<file path="config.mk">
export PLATFORM = sky130hd
export DESIGN_NAME = regfile_wb_arbiter
export DESIGN_NICKNAME = d
export VERILOG_FILES = /design/src/rtl/regfile_wb_arbiter.sv
export SDC_FILE = /design/constraint.sdc
export NUM_CORES = 1
export LEC_CHECK = 0
export BUFFER_PORTS_ARGS = -buffer_cell sky130_fd_sc_hd__buf_2
export CORE_MARGIN = 4
export CORE_UTILIZATION = 26
export DETAILED_ROUTE_END_ITERATION = 16
export GPL_TIMING_DRIVEN = 1
export PLACE_DENSITY = 0.52
export SLEW_MARGIN = 25
export SYNTH_ARGS = -nofsm -noshare
export SYNTH_HDL_FRONTEND = slang
export SYNTH_SLANG_ARGS = --single-unit
</file>
<file path="constraint.sdc">
create_clock -name clk -period 1.7 [get_ports clk]
set_input_delay 0.085 -clock clk [delete_from_list [all_inputs] [get_ports clk]]
set_output_delay 0.085 -clock clk [all_outputs]
set_load 0.005 [all_outputs]
</file>
<file path="src/rtl/regfile_wb_arbiter.sv">
// rtl/regfile_wb_arbiter.sv - round-robin writeback arbiter for the register-file write port
//
// Purpose:
//   Shares one register-file write port between NREQ writeback sources
//   (0 = load, 1 = lui, 2 = jump, 3 = alu). Each source presents a
//   valid/ready request; a round-robin arbiter grants one per cycle and the
//   winning write is registered onto wr_* one cycle later. A combinational
//   hazard flag tells the issue stage when rs1/rs2 name a register that is
//   still waiting for, or just receiving, a write.
//
// Ports:
//   clk        rising-edge clock
//   rst        asynchronous active-low reset
//   req_valid  per-source write request               [NREQ]
//   req_rd     packed destination registers           [NREQ*AW], source i at [i*AW +: AW]
//   req_data   packed write data                      [NREQ*DW], source i at [i*DW +: DW]
//   req_ready  one-hot grant, combinational           [NREQ]
//   rs1, rs2   issue-stage read addresses             [AW]
//   hazard     rs1/rs2 matches an in-flight write     (combinational)
//   wr_en      register-file write enable             (registered)
//   wr_addr    register-file write address            (registered)
//   wr_data    register-file write data               (registered)
//   grant_id   source behind the current wr_*         (registered)

module regfile_wb_arbiter #(
    parameter int NREQ = 4,
    parameter int AW   = 5,
    parameter int DW   = 32
) (
    input  logic               clk,
    input  logic               rst,
    input  logic [NREQ-1:0]    req_valid,
    input  logic [NREQ*AW-1:0] req_rd,
    input  logic [NREQ*DW-1:0] req_data,
    output logic [NREQ-1:0]    req_ready,
    input  logic [AW-1:0]      rs1,
    input  logic [AW-1:0]      rs2,
    output logic               hazard,
    output logic               wr_en,
    output logic [AW-1:0]      wr_addr,
    output logic [DW-1:0]      wr_data,
    output logic [1:0]         grant_id
);

    localparam int PW = (NREQ > 1) ? $clog2(NREQ) : 1;

    logic [PW-1:0] ptr;
    logic [PW-1:0] gnt_idx;
    logic          gnt_any;
    logic [AW-1:0] sel_rd;
    logic [DW-1:0] sel_data;
    logic [PW-1:0] ptr_next;

    // Round-robin scan starting at ptr. The grant depends only on req_valid
    // and ptr, never on req_ready, so there is no combinational loop with the
    // sources. While reset is held the grant is forced off so no source
    // believes it has been accepted.
    always_comb begin
        int idx;
        idx     = 0;
        gnt_idx = '0;
        gnt_any = 1'b0;
        for (int k = 0; k < NREQ; k++) begin
            idx = int'(ptr) + k;
            if (idx >= NREQ) begin
                idx = idx - NREQ;
            end
            if (!gnt_any && req_valid[idx]) begin
                gnt_any = 1'b1;
                gnt_idx = idx[PW-1:0];
            end
        end
        if (!rst) begin
            gnt_any = 1'b0;
        end
    end

    always_comb begin
        req_ready = '0;
        if (gnt_any) begin
            req_ready[gnt_idx] = 1'b1;
        end
    end

    assign sel_rd   = req_rd[gnt_idx*AW +: AW];
    assign sel_data = req_data[gnt_idx*DW +: DW];

    // The winner moves to the back of the line: next scan starts just after it.
    assign ptr_next = (gnt_idx == PW'(NREQ - 1)) ? '0 : gnt_idx + 1'b1;

    always_ff @(posedge clk or negedge rst) begin
        if (!rst) begin
            ptr      <= '0;
            wr_en    <= 1'b0;
            wr_addr  <= '0;
            wr_data  <= '0;
            grant_id <= '0;
        end else begin
            if (gnt_any) begin
                ptr      <= ptr_next;
                // x0 writes still consume the grant but never reach the file.
                wr_en    <= (sel_rd != '0);
                wr_addr  <= sel_rd;
                wr_data  <= sel_data;
                grant_id <= 2'(gnt_idx);
            end else begin
                wr_en    <= 1'b0;
            end
        end
    end

    // A register is in flight if any source still wants to write it or it is
    // being written this cycle. x0 is hardwired, so it never stalls issue.
    always_comb begin
        logic hz1;
        logic hz2;
        hz1 = 1'b0;
        hz2 = 1'b0;
        for (int i = 0; i < NREQ; i++) begin
            if (req_valid[i] && (req_rd[i*AW +: AW] == rs1)) begin
                hz1 = 1'b1;
            end
            if (req_valid[i] && (req_rd[i*AW +: AW] == rs2)) begin
                hz2 = 1'b1;
            end
        end
        if (wr_en && (wr_addr == rs1)) begin
            hz1 = 1'b1;
        end
        if (wr_en && (wr_addr == rs2)) begin
            hz2 = 1'b1;
        end
        hazard = ((rs1 != '0) && hz1) || ((rs2 != '0) && hz2);
    end

endmodule

</file>
==> results.md <==
- The run finished, with violations left.
- The count of buffers inserted at the top-level ports is 208.
- The final layout contains 776 nets.
- The depth of the worst register-to-register path is 8.
- The total iterations of the first detailed-routing run is 4.
- The clock drives 42 sinks.
- Summing all multi-input logic gate instances after layout gives 2520 um^2.
- The layout cell share with drive strength beyond 1 is 53.0%.
- The final layout contains routed wiring with a total length of 12,700 um.
- The final setup slack of the worst path is -189 ps.
- For this run, the register share of the synthesized area comes to 29.1%.
- Across all hold checks on the routed design, the worst slack comes to -1.46 ps.
- The number of antenna violations at the first check in global routing is 1.
- The count of endpoints failing setup in the final report is 41.
- By area the synthesized netlist is led by dfrtp_1 (29%), mux2i_1 (19%), mux2_2 (11%).
- The mean number of vias per cell is 4.66.
- Synthesis instantiated 40 different standard cells from the library.
- The die area is 15,800 um^2.
- The cell area after synthesis is 3610 um^2.
- Global routing used 15.6% of the available tracks across all layers.
- The post-CTS clock slew at the launch and capture registers of the worst setup and hold paths is 60 ps.
- The power density of the placed cells is 1120 nW/um^2.
- The CTS tree is done.
- The core area is 13,400 um^2.
- The routed layout has 3,662 vias.
- Setup repair after global routing could not meet its margin everywhere.
- Hold repair after CTS inserted 0 buffers.
- For this block, the initial DRC count from the detailed router was 115.
- Global routing finished with a remaining overflow of 0.
- The endpoint identified for the worst register-to-register timing path is wr_en.
- The largest total area in the synthesized netlist belongs to dfrtp_1.
- The path class of the tightest hold or removal check is in -> async.
- The final reports fail on negative hold slack, negative setup slack.
- Once the floorplan was initialized, standard cells occupied 26.9% of the core.
- The final-report hold violation count is 3.
- The routability congestion estimate is 0.882.
- Counting flops with an async set or reset pin after synthesis yields a share of 100%.
- The longest clock path from root to sink contains 2 buffers.
- The CTS buffer count is 5.
- The vertical die dimension is 126 um.
- The via count of the first global-routing pass was 3,908.
- The highest cell delay on the worst timing path is 440 ps.
- Entering global routing, the biggest net connects 79 pins.
- The average instance in the mapped netlist occupies 9.47 um^2.
- For the pin with the worst max-slew slack, the measured transition is 563 ps.
- The maximum resistive drop on vdd is 0.421 mV.
- The buffers plus inverters on the worst setup path is 2.
- The top cell type by area accounts for 29.1% of the synthesized area.
- The number of enable flip-flop cells after synthesis is 0.
- The highest attainable clock frequency is 529 MHz.
- The half-perimeter wire length after placement is 9890 um.
- When the netlist entered floorplanning its net count stood at 549.
- The critical path launch point is ptr[0].
- After detailed routing, the average wire length per cell comes to 16.2 um.
- The final critical-path share of the clock period is 111%.
- The headroom to the max-slew limit is 62.5%.
- The most used flip-flop cell after synthesis is dfrtp_1.
- The critical path required time is 1890 ps.
- The tree is rooted in a clkbuf_16.
- For the worst-skew pair, the clock arrives at the later sink with an insertion delay of 280 ps.
- The filler cell count in the final layout is 1,354.
- After technology mapping, the gate count stands at 381.
- The area of all sequential standard cells is 1060 um^2.
- Relative to the synthesized area, the layout overhead comes to 54.0%.
- The leakage dissipation is 2.89 nW.
- In the synthesized netlist, the cells that appear most often are mux2i_1 (70), nand2_1 (45), dfrtp_1 (42).
- Max-cap violations in this run came to 0.
- The critical path goes through and4b_2 -> a21oi_4 -> nand2_8 -> buf_8 -> buf_6 -> mux2i_1 -> mux2_4 -> a41oi_2.
- The critical path endpoint category is a register.
- CTS built an H-tree with a depth of 2.
- The most frequent cell after synthesis is mux2i_1.
- At the worst endpoint, the arrival time is 2080 ps.
- The startpoint identified for the worst register-to-register timing path is ptr[0].
- The launching element type of the critical path is a register.
- The antenna diode instance count is 0.
- For this run, design rule violations remaining after detail routing come to 0.
- The wire length of the first global-routing pass is 20,100 um.
- The site row count is 42.
- The placed standard-cell area is 4980 um^2.
- The die boundary width is 126 um.
- For flop-to-flop paths, the worst setup slack is -190 ps.
- In the final timing run, aggregate negative setup slack is -6260 ps.
- The post-route antenna net violation count is 0.
- For this run, the number of Yosys warnings is 0.
- The routed design could run at a clock period as short as 1890 ps.
- The count of pins over their slew limit is 0.
- The critical path class is reg -> reg.
- The cell class contributing the biggest share of worst-path delay is flip-flops.
- The post-route standard cell area excluding fillers is 5550 um^2.
- The maximum fanout encountered on the critical timing path is 5.
- The setup skew after layout is 6.14 ps.
- The post-synthesis sequential element count is 42.
- The total I/O pin count is 209.
- The cell type of the slowest stage on the worst timing path is dfrtp_2.
==> registers in the layout, summed over array words and instances (netlist names) <==
name,flops
grant_id,2
ptr,2
wr_addr,5
wr_data,32
wr_en,1
==> layout by cell type (no fill, tap or decap), drive strengths merged, types with 2 or more instances in the layout <==
cell type  synthesis  routed
inv                3       3
ha                 4       4
buf               13     251
mux2i             70      70
or4                2       2
xnor2             16      16
dfrtp             42      42
xor2              34      34
nand3             19      19
nand4              2       2
nand2             46      46
nor2               3       3
and2               4       4
mux2              35      35
a21oi              2       2
o21ai             43      43
nor4               8       8
a21o               2       2
clkbuf            18       7
==> routing by layer <==
layer | share of wire (%) | track usage (%) | up-vias
met1 | 43 | 19.3 | 1713
met4 | 1.4 | 3.15 | 2
li1 | - | - | 1803
met5 | 0.10 | 0 | -
met3 | 6.8 | 3.94 | 12
met2 | 49 | 27.6 | 132
==> power breakdown <==
part | switching, W | internal (W)
Sequential | 0.000216 | 0.00131
Combinational | 0.00159 | 0.00204
Clock | 0.000359 | 0.000694
Total | 0.00217 | 0.00405
==> per-stage QoR <==
step	hold slack (ps)	std cells	worst slack, ps	power, W	utilization (%)
floorplan	-211	381	-61.3	0.00336	-
global placement	339	760	-178	0.00446	37.1
detailed placement	345	760	-184	0.00451	37.1
CTS	41.2	782	-208	0.00617	40.8
global route	69.1	785	-264	0.00668	41.4
finish	-1.46	785	-189	0.00622	41.4
==> cell families (layout without fill, tap and decap cells) <==
logic type,count (synthesis),after routing,share of synthesized area (%)
DFF,42,42,29.1
and+or+nand+nor,89,89,12.0
AOI/OAI and AO/OA,57,57,9.85
muxes,105,105,30.4
xor gates and xnor gates,50,50,12.1
buffers and inverters,34,262,5.13
adders and majority gates,4,4,1.39
==> worst max-delay path by stage <==
stage                  to  slack [ps]  cells past startpoint
6_report            wr_en        -190                      8
5_1_grt             wr_en        -260                      8
4_1_cts             wr_en        -210                      8
3_5_place_dp        wr_en        -180                      6
3_3_place_gp        wr_en        -180                      6
2_1_floorplan  wr_data[0]         -60                      6
==> cell type report <==
class	instances	share of cell area (%)
clock buffer	7	2.39
sequential	42	19.0
timing repair buffer	251	28.3
multi-input combinational	305	45.4
tap	176	3.96
clock inverter	1	0.541
inverter	3	0.383
==> repair_timing <==
item / in CTS / in global routing
gates cloned: 3 / 0
setup buffers: 11 / 3
setup endpoints to repair: 44 / 43
resized for setup: 45 / 16
pin swaps: 7 / 5
hold endpoints to repair: 0 / 0
No activity file was read; power rests on OpenSTA's default activity.
